===== src/rtl/gpio_cfg_arbiter.sv =====
// gpio_cfg_arbiter: round-robin arbiter serialising two requesters' config writes onto the GPIO config bus
//   clk, rst (async, active-high)
//   req_valid[1:0], req_addr0/1[15:0], req_data0/1[7:0] : requester write ports
//   req_ready[1:0] : accept, asserted only in IDLE for the granted requester
//   gpio_out[31:0] : {7'b0, w_clk, data, addr}, fully registered
//   busy, done[1:0] (last HOLD cycle pulse), wr_count[15:0] (completed writes)
module gpio_cfg_arbiter #(
  parameter int SETUP_CYC = 2,
  parameter int PULSE_CYC = 2,
  parameter int HOLD_CYC  = 2
) (
  input  logic        clk,
  input  logic        rst,
  input  logic [1:0]  req_valid,
  input  logic [15:0] req_addr0,
  input  logic [7:0]  req_data0,
  input  logic [15:0] req_addr1,
  input  logic [7:0]  req_data1,
  output logic [1:0]  req_ready,
  output logic [31:0] gpio_out,
  output logic        busy,
  output logic [1:0]  done,
  output logic [15:0] wr_count
);
  localparam int MAX_SP = SETUP_CYC > PULSE_CYC ? SETUP_CYC : PULSE_CYC;
  localparam int MAX_C  = MAX_SP > HOLD_CYC ? MAX_SP : HOLD_CYC;
  localparam int CW     = $clog2(MAX_C + 1);
  typedef enum logic [1:0] {IDLE, SETUP, STROBE, HOLD} state_t;
  state_t        state;
  logic [CW-1:0] cnt;
  logic [15:0]   addr_q;
  logic [7:0]    data_q;
  logic          wclk;
  logic          g_q;
  logic          rr_last;
  logic          g;
  // contention goes to whoever was not granted last; a lone request wins outright
  always_comb g = (&req_valid) ? ~rr_last : req_valid[1];
  assign req_ready = (state == IDLE && |req_valid) ? (g ? 2'b10 : 2'b01) : 2'b00;
  assign gpio_out  = {7'b0, wclk, data_q, addr_q};
  assign busy      = state != IDLE;
  assign done      = (state == HOLD && cnt == '0) ? {g_q, ~g_q} : 2'b00;
  always_ff @(posedge clk or posedge rst) begin
    if (rst) begin
      state    <= IDLE;
      cnt      <= '0;
      addr_q   <= '0;
      data_q   <= '0;
      wclk     <= 1'b0;
      g_q      <= 1'b0;
      rr_last  <= 1'b1;
      wr_count <= '0;
    end else begin
      case (state)
        IDLE: if (|req_valid) begin
          addr_q  <= g ? req_addr1 : req_addr0;
          data_q  <= g ? req_data1 : req_data0;
          g_q     <= g;
          rr_last <= g;
          cnt     <= CW'(SETUP_CYC - 1);
          state   <= SETUP;
        end
        SETUP: if (cnt == '0) begin
          cnt   <= CW'(PULSE_CYC - 1);
          wclk  <= 1'b1;
          state <= STROBE;
        end else cnt <= cnt - 1'b1;
        STROBE: if (cnt == '0) begin
          cnt   <= CW'(HOLD_CYC - 1);
          wclk  <= 1'b0;
          state <= HOLD;
        end else cnt <= cnt - 1'b1;
        HOLD: if (cnt == '0) begin
          wr_count <= wr_count + 16'd1;
          state    <= IDLE;
        end else cnt <= cnt - 1'b1;
        default: state <= IDLE;
      endcase
    end
  end
endmodule


===== config.mk =====
export PLATFORM = sky130hd
export DESIGN_NAME = gpio_cfg_arbiter
export DESIGN_NICKNAME = d
export VERILOG_FILES = /design/src/rtl/gpio_cfg_arbiter.sv
export SDC_FILE = /design/constraint.sdc
export NUM_CORES = 1
export LEC_CHECK = 0
export CORE_MARGIN = 2
export CORE_UTILIZATION = 37
export DETAILED_ROUTE_END_ITERATION = 8
export GPL_ROUTABILITY_DRIVEN = 0
export PLACE_DENSITY = 0.77
export SLEW_MARGIN = 40
export SYNTH_ARGS = -nofsm -noshare
export SYNTH_HDL_FRONTEND = slang
export SYNTH_SLANG_ARGS = --single-unit

===== constraint.sdc =====
create_clock -name clk -period 2 [get_ports clk]
set_clock_uncertainty 0.2 [all_clocks]
set_input_delay 0.4 -clock clk [delete_from_list [all_inputs] [get_ports clk]]
set_output_delay 0.4 -clock clk [all_outputs]
set_load 0.01 [all_outputs]

==> After elaboration in Yosys (flattened, before gate mapping) <==
Index checks and enable logic that the tools add are counted.
{ "op_classes": {"n_addsub": 2, "n_eq_ne": 8, "mux": 17, "bitwise": 2, "reduce_logical": 14} }
{ "ops": {"columns": ["cell", "count"], "rows": [
  ["$mux W2", 9],
  ["$add A16 B1 Y16 const B", 1],
  ["$mux W16", 1],
  ["$mux W8", 1],
  ["$pmux W2 S4", 1],
  ["$reduce_and A2 Y1", 4],
  ["$ne A2 B2 Y1 const B", 3],
  ["$pmux W2 S3", 1],
  ["$eq A2 B2 Y1 const B", 2],
  ["$logic_not A2 Y1", 2],
  ["$ne A2 B1 Y1 const B", 2],
  ["$reduce_and A4 Y1", 1],
  ["$reduce_bool A2 Y1", 2],
  ["$reduce_or A2 Y1", 2],
  ["$mux W1", 3],
  ["$reduce_and A3 Y1", 1],
  ["$eq A2 B1 Y1 const B", 1],
  ["$logic_and A1 B1 Y1", 2],
  ["$not A1 Y1", 2],
  ["$pmux W1 S2", 1],
  ["$sub A2 B1 Y2 const B", 1]
]} }
{ "totals": {"ff_bits": 47, "input_bits": 52} }

==> Logic depth before layout (Yosys ltp) <==
Gate-level depths: netlist (run 1).
{ "depth": {"word_depth": 4, "depth_mapped": 7} }

==> Least setup slack after synthesis (run 1) <==
No wires, ideal clock.
{ "synth_timing": {"path_kind": "reg-to-output", "startpoint": "register state[0]", "endpoint": "output req_ready[1]", "t_arrival_ns": 1.382, "required_time_ns": 1.400, "path_slack_ns": 0.018, "stages_incl_launch_ff": 6, "path_buffers": 1, "path_cell_list": "dfrtp_1 -> inv_1 -> ha_1 -> nand2_1 -> a21oi_1 -> buf_2"} }
{ "synth_via": {"elab_chain_cells": 3} }
{ "synth_rtl": {"columns": ["item", "line", "rtl"], "rows": [
  ["start, declared", "29", "state_t state;"],
  ["start signal, assigned", "45", "state <= IDLE;"],
  ["start signal, assigned", "61", "state <= SETUP;"],
  ["start signal, assigned", "66", "state <= STROBE;"],
  ["$logic_not A2 Y1", "39", "assign req_ready = (state == IDLE && |req_valid) ? (g ? 2'b10 : 2'b01) : 2'b00;"],
  ["$logic_and A1 B1 Y1", "39", null],
  ["$mux W2", "39", null],
  ["end, declared", "19", "output logic [1:0] req_ready,"]
]} }
No other way between the ends.

==> Final worst setup path (run 1) <==
{ "layout_timing": {"startpoint": "register state[0]", "endpoint": "register state[1]"} }
{ "layout_via": {"elab_chain_cells": 3, "word_cells_on_any_way": 10, "classes_between": "eq/ne (7); mux (1); reduce/logical (2)"} }
{ "layout_rtl": {"columns": ["item", "line", "rtl"], "rows": [
  ["$eq A2 B1 Y1, or another cell as far along", "54", "case (state)"],
  ["$ne A2 B2 Y1 (no line) or $ne A2 B1 Y1 (tied branches)", null, null],
  ["$reduce_and A4 Y1 (no line)", null, null]
]} }
Several ways; a longest one is shown, not always the timed one.
A chain may end at the register's enable or synchronous reset.

==> results of run 1 <==
-- final timing paths --
kind / endpoint / slack [ns] / startpoint / cells past startpoint
worst max register to register: state[1]$_DFFE_PP0P_ / 0.04 / state[0]$_DFFE_PP0P_ / 6
max in group asynchronous: wr_count[3]$_DFFE_PP0P_ / 0.98 / rst / 3
worst max-delay path: state[1]$_DFFE_PP0P_ / 0.04 / state[0]$_DFFE_PP0P_ / 6
worst min-delay path: wr_count[7]$_DFFE_PP0P_ / 0.18 / rst / 2
min in group clk: wr_count[15]$_DFFE_PP0P_ / 0.27 / wr_count[15]$_DFFE_PP0P_ / 1
worst min register to register: wr_count[15]$_DFFE_PP0P_ / 0.27 / wr_count[15]$_DFFE_PP0P_ / 1
-- power groups by stage --
stage,Sequential (mW),Combinational (mW),Clock [mW]
finish,1.58,2.38,0.568
global route,1.63,2.63,0.629
CTS,1.56,2.34,0.593
detailed placement,1.57,2.28,0
global placement,1.55,2.21,0
floorplan,1.67,0.948,0
-- synth_stat cells, types with 2 or more instances --
cell / n
dfrtp_1: 46
inv_1: 35
nand4_1: 4
nand2_1: 14
a21o_1: 2
buf_4: 8
a22oi_1: 2
mux2_2: 2
nor2_1: 8
xor2_1: 5
a222oi_1: 24
buf_2: 3
ha_1: 9
xnor2_1: 10
clkbuf_1: 3
a21oi_1: 4
and3_1: 3
nand3_1: 3
-- layout make-up --
cell class / count / area, sq um / share of cell area
clock buffers: 5 / 68.8 / 0.0193
clock inverters: 3 / 20.0 / 0.00562
inverters: 35 / 131 / 0.0369
multi-input cells: 107 / 900 / 0.253
flip-flops and latches: 47 / 1180 / 0.331
well taps: 72 / 90.1 / 0.0253
repair buffers: 125 / 1170 / 0.329
-- flip-flops by register name, summed over array words and instances (netlist names) --
signal    count
g_q           1
rr_last       1
addr_q       16
wclk          1
cnt           2
state         2
wr_count     16
data_q        8
-- critical path, cell delays in order, from the launching register on --
cell     delay, ns
dfrtp_2       0.45
inv_2         0.09
ha_4          0.17
buf_4         0.12
or3b_4        0.38
and3_4        0.18
mux2_2        0.26
-- per-layer routing --
metal	vias up	routed length, um	part of all wire
met5	-	0	0
li1	935	-	-
met1	964	2360	0.40
met2	82	3040	0.51
met3	7	459	0.077
met4	0	77	0.013
-- stage by stage --
stage	worst slack, ns	instance area [sq um]
after floorplan	0.0178	2200
after global placement	-0.305	3390
after detailed placement	-0.327	3390
after CTS	0.0217	3490
after global routing	-0.0132	3560
final	0.0397	3560
-- what timing repair did --
| item | 4_1_cts | 5_1_grt |
|---|---|---|
| setup endpoints to repair | 9 | 7 |
| pin swaps | 3 | 4 |
| setup buffers | 0 | 3 |
| gates resized for setup | 28 | 15 |
-- kinds of logic (layout without fill, tap and decap cells) --
family / Yosys count / in the layout / share of synthesized area
buf+inv: 49 / 168 / 0.0999
flops: 47 / 47 / 0.540
simple gates: 37 / 37 / 0.0856
compound gates: 36 / 36 / 0.145
xor+xnor: 15 / 15 / 0.0603
fa+ha+maj: 9 / 9 / 0.0517
mux: 3 / 3 / 0.0149
other cells: 1 / 7 / 0.00172
==> results.sh, run 1 <==
export IMPL_cts_hold_buffers=0
export IMPL_synth_edff_count=0
export IMPL_io_buffers=97
export IMPL_p_clk_frac=0.125
export IMPL_finalPower_mw=4.53
export IMPL_initial_utilization=0.388
export IMPL_worstSkewPairLatency_ns=0.30
export IMPL_grt_remaining_overflow=0
export IMPL_area_growth_pct=63.5
export IMPL_wl_per_cell_um=15.1
export IMPL_p_int_mw=2.90
export IMPL_yosysWarningCount=0
export IMPL_dieHeight_um=80.7
export IMPL_synth_flop_cell="dfrtp_1"
export IMPL_cts_buffer_depth=2
export IMPL_ys_seq_area_frac=0.540
export IMPL_netlist_area_leader_share=0.528
export IMPL_p_sw_frac=0.360
export IMPL_core_rowCount=27
export IMPL_required_ns=2.00
export IMPL_mostFrequentLayoutCell="clkdlybuf4s50_1"
export IMPL_ios=105
export IMPL_root_buffer="clkbuf_8"
export IMPL_drt_vias_per_instance=5.05
export IMPL_post_route_min_period_ns=1.96
export IMPL_use_met2=0.316
export IMPL_grt_busiest_layer="met2"
export IMPL_setup_violations=0
export IMPL_cp_end_kind="flip-flop"
export IMPL_critical_path_class="flip-flop to flip-flop"
export IMPL_fmax_ghz=0.510
export IMPL_slew_viol_final=0
export IMPL_grtUsageTotal=0.182
export IMPL_fin_crit_sh=0.980
export IMPL_hpwlAfterDp_um=4420
export IMPL_via_count=1988
export IMPL_dr_pass1_iters=6
export IMPL_grt_util_met1=0.219
export IMPL_finalSetupTns_ns=0
export IMPL_worstPathMaxFanout=4
export IMPL_drc_errors=0
export IMPL_p_leak_nw=1.70
export IMPL_rsz0062_at_grt="true"
export IMPL_final_cell_mix="91 x clkdlybuf4s50_1, 44 x dfrtp_1, 30 x inv_1, 27 x buf_4, 24 x a222oi_1"
export IMPL_max_cap_violations=0
export IMPL_routed_wl_um=5940
export IMPL_cts_htree_levels=2
export IMPL_clk_pin_slew_ns=0.09
export IMPL_drive_gt1_frac=0.208
export IMPL_die_area_sq_um=6520
export IMPL_drtIter0Drc=137
export IMPL_seqPwrFrac=0.348
export IMPL_whs_ns=0.177
export IMPL_peakVddDrop_uv=624
export IMPL_grtUsageMet3=0.0456
export IMPL_dp_cells=383
export IMPL_cts_tree="yes"
export IMPL_yosysTopAreaCell="dfrtp_1"
export IMPL_power_density_nw_per_um2=1270
export IMPL_async_flop_share=1.00
export IMPL_grt_max_degree=27
export IMPL_grt_pass1_vias=1959
export IMPL_n_fill_cell=482
export IMPL_p_sw_mw=1.63
export IMPL_nets=382
export IMPL_antenna_cells=0
export IMPL_synth_cell_type_count=30
export IMPL_outcome="finished, final reports clean"
export IMPL_synth_seq_cells=47
export IMPL_grt_antenna_before_repair=0
export IMPL_syn_avg_cell_area_sq_um=11.1
export IMPL_start_kind="flip-flop"
export IMPL_synth_area_top_cells="dfrtp_1 53%, a222oi_1 11%, inv_1 6.0%"
export IMPL_fin_util=0.635
export IMPL_finalHoldViolations=0
export IMPL_core_area_sq_um=5610
export IMPL_arrival_ns=1.96
export IMPL_grt_pass1_wl_um=9070
export IMPL_cts_sinks=47
export IMPL_postRouteAntennaNets=0
export IMPL_cts_made_buffers=5
export IMPL_synthesis_area_sq_um=2180
export IMPL_syn_instance_count=197
export IMPL_hp_class="input pin to async pin"
export IMPL_layout_cells_non_filler=394
export IMPL_die_x_um=80.7
export IMPL_combPwrFrac=0.526
(Power assumes the default switching activity.)
==> inputs of run 2 (changes only) <==
Settings changed: CORE_UTILIZATION 37 to 41, PLACE_DENSITY 0.77 to 0.81.
Clock period 2 ns to 2.2 ns, I/O delays scaled along.
==> run 2 against run 1 <==
  * Sequential power down 10%
  * Global-route usage up 1.2 points
  * Routed wire length down 5.3%
  * Utilization grew 2.8 points
  * Register-to-register slack improved by 0.12 ns
  * Total power decreased by 13%
==> results.sh, run 2 (synthesis gave the netlist of run 1 again) <==
export IMPL_cp_end_kind="output port"
export IMPL_rsz0062_at_grt="false"
export IMPL_drc_errors=0
export IMPL_finalHoldViolations=0
export IMPL_arrival_ns=1.50
export IMPL_crit_chain="buf_4, ha_2, and3_2, clkdlybuf4s15_1"
export IMPL_grt_remaining_overflow=0
export IMPL_dieHeight_um=76.9
export IMPL_cts_htree_levels=2
export IMPL_die_area_sq_um=5910
export IMPL_met3_length_um=374
export IMPL_post_route_min_period_ns=2.14
export IMPL_dp_cells=365
export IMPL_slew_viol_final=0
export IMPL_cts_buffer_depth=2
export IMPL_required_ns=1.56
export IMPL_place_ws_ns=-0.322
export IMPL_p_sw_frac=0.351
export IMPL_drtIter0Drc=158
export IMPL_worstSkewPairLatency_ns=0.30
export IMPL_area_growth_pct=55.4
export IMPL_hp_class="input pin to async pin"
export IMPL_grt_pass1_wl_um=9160
export IMPL_largestRegisters="addr_q: 16 flops, wr_count: 16 flops, data_q: 8 flops"
export IMPL_setup_violations=0
export IMPL_reg2reg_depth=6
export IMPL_root_buffer="clkbuf_8"
export IMPL_antenna_cells=0
export IMPL_outcome="finished, final reports clean"
export IMPL_worstPathMaxFanout=5
export IMPL_fin_util=0.663
export IMPL_fin_crit_sh=0.971
export IMPL_ios=105
export IMPL_hpwlAfterDp_um=4180
export IMPL_timing_rr_end="state[1]$_DFFE_PP0P_"
export IMPL_layout_cells_non_filler=373
export IMPL_mostFrequentLayoutCell="clkdlybuf4s50_1"
export IMPL_timing_slew_headroom=0.511
export IMPL_grt_pass1_vias=1851
export IMPL_start_kind="flip-flop"
export IMPL_cts_sinks=47
export IMPL_die_x_um=76.9
export IMPL_slowest_delay_ns=0.41
export IMPL_dr_max_layer_used="met4"
export IMPL_postRouteAntennaNets=0
export IMPL_finalSetupTns_ns=0
export IMPL_fmax_ghz=0.468
export IMPL_drive_gt1_frac=0.112
export IMPL_clk_pin_slew_ns=0.09
export IMPL_core_rowCount=26
export IMPL_crit_path_top_delay_cell="dfrtp_1"
export IMPL_critical_path_class="flip-flop to output port"
export IMPL_wl_per_cell_um=15.1
export IMPL_dr_pass1_iters=9
export IMPL_p_leak_nw=1.60
export IMPL_grt_max_degree=33
export IMPL_tightest_slew_ns=0.731
export IMPL_p_sw_mw=1.38
export IMPL_wl_met2_um=2720
export IMPL_core_area_sq_um=5110
export IMPL_p_int_mw=2.55
export IMPL_via_count=1912
export IMPL_fin_ws_ns=0.0638
export IMPL_grt_antenna_before_repair=0
export IMPL_combPwrFrac=0.495
export IMPL_grtUsageTotal=0.194
export IMPL_r2r_slack_ns=0.16
export IMPL_initial_utilization=0.427
export IMPL_drt_vias_per_instance=5.13
export IMPL_power_density_nw_per_um2=1160
export IMPL_io_buffers=97
export IMPL_wl_met1_um=2370
export IMPL_max_cap_violations=0
export IMPL_seqPwrFrac=0.360
export IMPL_postPlaceCellArea_sq_um=3270
export IMPL_peakVddDrop_uv=496
export IMPL_cts_tree="yes"
export IMPL_p_clk_frac=0.145
export IMPL_cts_setup_buffers=0
export IMPL_regToRegStartpoint="state[0]$_DFFE_PP0P_"
export IMPL_final_area_sq_um=3380
export IMPL_finalPower_mw=3.93
export IMPL_nets=363
export IMPL_whs_ns=0.224
export IMPL_routed_wl_um=5620
export IMPL_final_cell_mix="90 x clkdlybuf4s50_1, 46 x dfrtp_1, 32 x inv_1, 24 x a222oi_1, 14 x nand2_1"
export IMPL_cts_made_buffers=5
==> run 2: changes by cell type in the layout (fill, tap and decap cells not counted), sizes merged <==
| cell | delta |
|---|---|
| dlygate4sd2 | +3 |
| clkinv | -1 |
| buf | -23 |
| clkbuf | +2 |
| clkinvlp | -1 |
| dlymetal6s2s | -1 |
| clkdlybuf4s15 | +3 |
| clkdlybuf4s50 | -1 |
==> run 2: worst max path at each step <==
stage	slack [ns]	startpoint	end	cells after the start
finish	0.06	state[1]$_DFFE_PP0P_	done[1]	4
global route	0.002	cnt[0]$_DFFE_PP0P_	done[0]	5
CTS	0.01	state[1]$_DFFE_PP0P_	req_ready[1]	5
detailed placement	-0.32	req_valid[1]	req_ready[1]	4
global placement	-0.27	req_valid[1]	req_ready[1]	4
floorplan	0.18	state[0]$_DFFE_PP0P_	req_ready[1]	5
==> run 2: routing by layer <==
metal / track usage / vias to the layer above
met4: 0.0836 / 0
met2: 0.322 / 81
met5: 0 / -
met3: 0.0447 / 11
met1: 0.244 / 927
li1: - / 893
==> run 2: power groups by stage <==
stage	combinational (mW)	clock, mW	sequential, mW
2_1_floorplan	0.862	0	1.52
3_3_place_gp	1.89	0	1.41
3_5_place_dp	1.94	0	1.43
4_1_cts	1.97	0.582	1.41
5_1_grt	2.14	0.618	1.46
6_report	1.95	0.570	1.42
==> run 2: layout make-up <==
cell class	count	area, sq um
Clock buffer	7	96.3
Clock inverter	1	7.51
Fill cell	394	1720
Inverter	35	131
Multi-Input combinational cell	107	842
Sequential cell	47	1180
Tap cell	70	87.6
Timing Repair Buffer	106	1040
==> run 2: repair_timing <==
| item | in CTS | in global routing |
|---|---|---|
| pin swaps | 0 | 0 |
| endpoints found under the setup margin | 5 | 4 |
| endpoints found under the hold margin | 0 | 0 |
| resized for setup | 12 | 6 |
| hold buffers | 0 | 0 |
==> run 2: critical path, delay by kind of cell (launching register included) <==
kind / cells / cell delay, ns
AND/OR/NAND/NOR: 1 / 0.21
buffers and inverters: 2 / 0.38
flip-flops: 1 / 0.41
adder cells (fa/ha/maj): 1 / 0.19
==> inputs of run 3 (changes only) <==
Settings changed: GPL_TIMING_DRIVEN from default to 0.
==> run 3 against run 2 <==
  * Via count grew 3.7%
  * Non-clock buffer count is 15 higher
  * Utilization increased by 2.5 points
  * Cell count grew 4.0%
  * Clock-buffer cell count is 2 lower
  * Combinational power increased by 7%
  * Largest cell class unchanged
  * Highest routed layer unchanged
==> results.sh, run 3 (synthesis gave the netlist of run 1 again) <==
export IMPL_cts_htree_levels=2
export IMPL_place_ws_ns=-0.977
export IMPL_tightest_slew_ns=0.554
export IMPL_dr_pass1_iters=5
export IMPL_whs_ns=0.229
export IMPL_dp_cells=371
export IMPL_cts_buffer_depth=2
export IMPL_arrival_ns=1.53
export IMPL_critical_path_class="flip-flop to output port"
export IMPL_hpwlAfterDp_um=4260
export IMPL_via_count=1982
export IMPL_worstSkewPairLatency_ns=0.30
export IMPL_cp_end_kind="output port"
export IMPL_peakVddDrop_uv=630
export IMPL_max_cap_violations=0
export IMPL_hp_class="input pin to async pin"
export IMPL_required_ns=1.56
export IMPL_timing_slew_headroom=0.628
export IMPL_post_route_min_period_ns=2.17
export IMPL_die_x_um=76.9
export IMPL_dieHeight_um=76.9
export IMPL_layout_cells_non_filler=388
export IMPL_drtIter0Drc=188
export IMPL_io_buffers=97
export IMPL_area_growth_pct=61.2
export IMPL_finalPower_mw=4.05
export IMPL_cts_hold_buffers=0
export IMPL_mostFrequentLayoutCell="clkdlybuf4s50_1"
export IMPL_start_kind="flip-flop"
export IMPL_finalHoldViolations=0
export IMPL_core_area_sq_um=5110
export IMPL_initial_utilization=0.427
export IMPL_setup_violations=0
export IMPL_clk_pin_slew_ns=0.09
export IMPL_r2r_slack_ns=0.09
export IMPL_crit_chain="inv_2, ha_4, nand2_1, a21oi_4, buf_6, buf_2"
export IMPL_die_area_sq_um=5910
export IMPL_grt_pass1_wl_um=9350
export IMPL_fmax_ghz=0.460
export IMPL_postPlaceCellArea_sq_um=3280
export IMPL_fin_crit_sh=0.988
export IMPL_rsz0062_at_grt="true"
export IMPL_drt_vias_per_instance=5.11
export IMPL_grt_remaining_overflow=0
export IMPL_outcome="finished, final reports clean"
export IMPL_core_rowCount=26
export IMPL_largestRegisters="addr_q: 16 flops, wr_count: 16 flops, data_q: 8 flops"
export IMPL_drive_gt1_frac=0.154
export IMPL_worstPathMaxFanout=6
export IMPL_nets=378
export IMPL_wl_per_cell_um=15.5
export IMPL_crit_buf_inv=3
export IMPL_crit_path_top_delay_cell="dfrtp_1"
export IMPL_drc_errors=0
export IMPL_grt_max_degree=29
export IMPL_root_buffer="clkbuf_8"
export IMPL_grt_antenna_before_repair=0
export IMPL_antenna_cells=0
export IMPL_cp_top_family="flip-flops"
export IMPL_cts_tree="yes"
export IMPL_cts_made_buffers=5
export IMPL_slew_viol_final=0
export IMPL_power_density_nw_per_um2=1150
export IMPL_postRouteAntennaNets=0
export IMPL_cts_sinks=47
export IMPL_slowest_delay_ns=0.46
export IMPL_final_area_sq_um=3510
export IMPL_routed_wl_um=6000
export IMPL_grt_pass1_vias=1919
export IMPL_final_cell_mix="90 x clkdlybuf4s50_1, 46 x dfrtp_1, 31 x inv_1, 24 x a222oi_1, 17 x buf_4"
export IMPL_grtUsageTotal=0.197
export IMPL_ios=105
export IMPL_p_leak_nw=1.68
export IMPL_fin_ws_ns=0.0255
[run 3: timing repair]
action / CTS / global route
pin swaps: 1 / 0
resized for setup: 26 / 6
endpoints found under the setup margin: 24 / 5
buffers inserted: 7 / 2
[run 3: path summary, 6_finish.rpt]
kind | start | to | cells past startpoint
setup / recovery | state[1]$_DFFE_PP0P_ | req_ready[1] | 6
hold / removal | rst | wr_count[9]$_DFFE_PP0P_ | 2
setup reg to reg | state[1]$_DFFE_PP0P_ | data_q[0]$_DFFE_PP0P_ | 8
hold reg to reg | wr_count[15]$_DFFE_PP0P_ | wr_count[15]$_DFFE_PP0P_ | 1
max in group asynchronous | rst | rr_last$_DFFE_PP1P_ | 3
min in group clk | wr_count[15]$_DFFE_PP0P_ | wr_count[15]$_DFFE_PP0P_ | 1
[run 3: worst reg2reg max path, cell delays in order, from the launching register on]
cell and delay (ns):
dfrtp_1 0.46, inv_2 0.09, ha_4 0.18, nand2_1 0.11
a21oi_4 0.05, buf_4 0.16, clkbuf_1 0.23, a222oi_1 0.43
inv_1 0.09
[run 3: metrics by stage]
step                      utilization  setup TNS (ns)
after global routing            0.688         -0.0678
after CTS                       0.680        -0.00563
final                           0.688               0
after floorplan                     -               0
after detailed placement        0.643           -6.98
after global placement          0.638          -29.74
[run 3: metal layers]
metal	part of all wire	routed length, um	track usage	vias to the layer above
li1	-	-	-	928
met1	0.38	2280	0.232	961
met2	0.52	3100	0.352	84
met3	0.084	505	0.0471	9
met4	0.019	112	0.0655	0
met5	0	0	0	-
[run 3: final cells by class]
cell class,count,area (sq um)
Inverter,35,134
Fill cell,371,1600
Multi-Input combinational cell,107,873
Buffer,14,98.8
Tap cell,70,87.6
Sequential cell,47,1180
Clock inverter,3,25.0
Timing Repair Buffer,107,1050
Clock buffer,5,68.8
[run 3: where the power goes]
group	internal (mW)	switching [mW]	total (mW)
Sequential	1.19	0.242	1.43
Clock	0.227	0.297	0.525
Combinational	1.14	0.945	2.09
Total	2.56	1.48	4.05
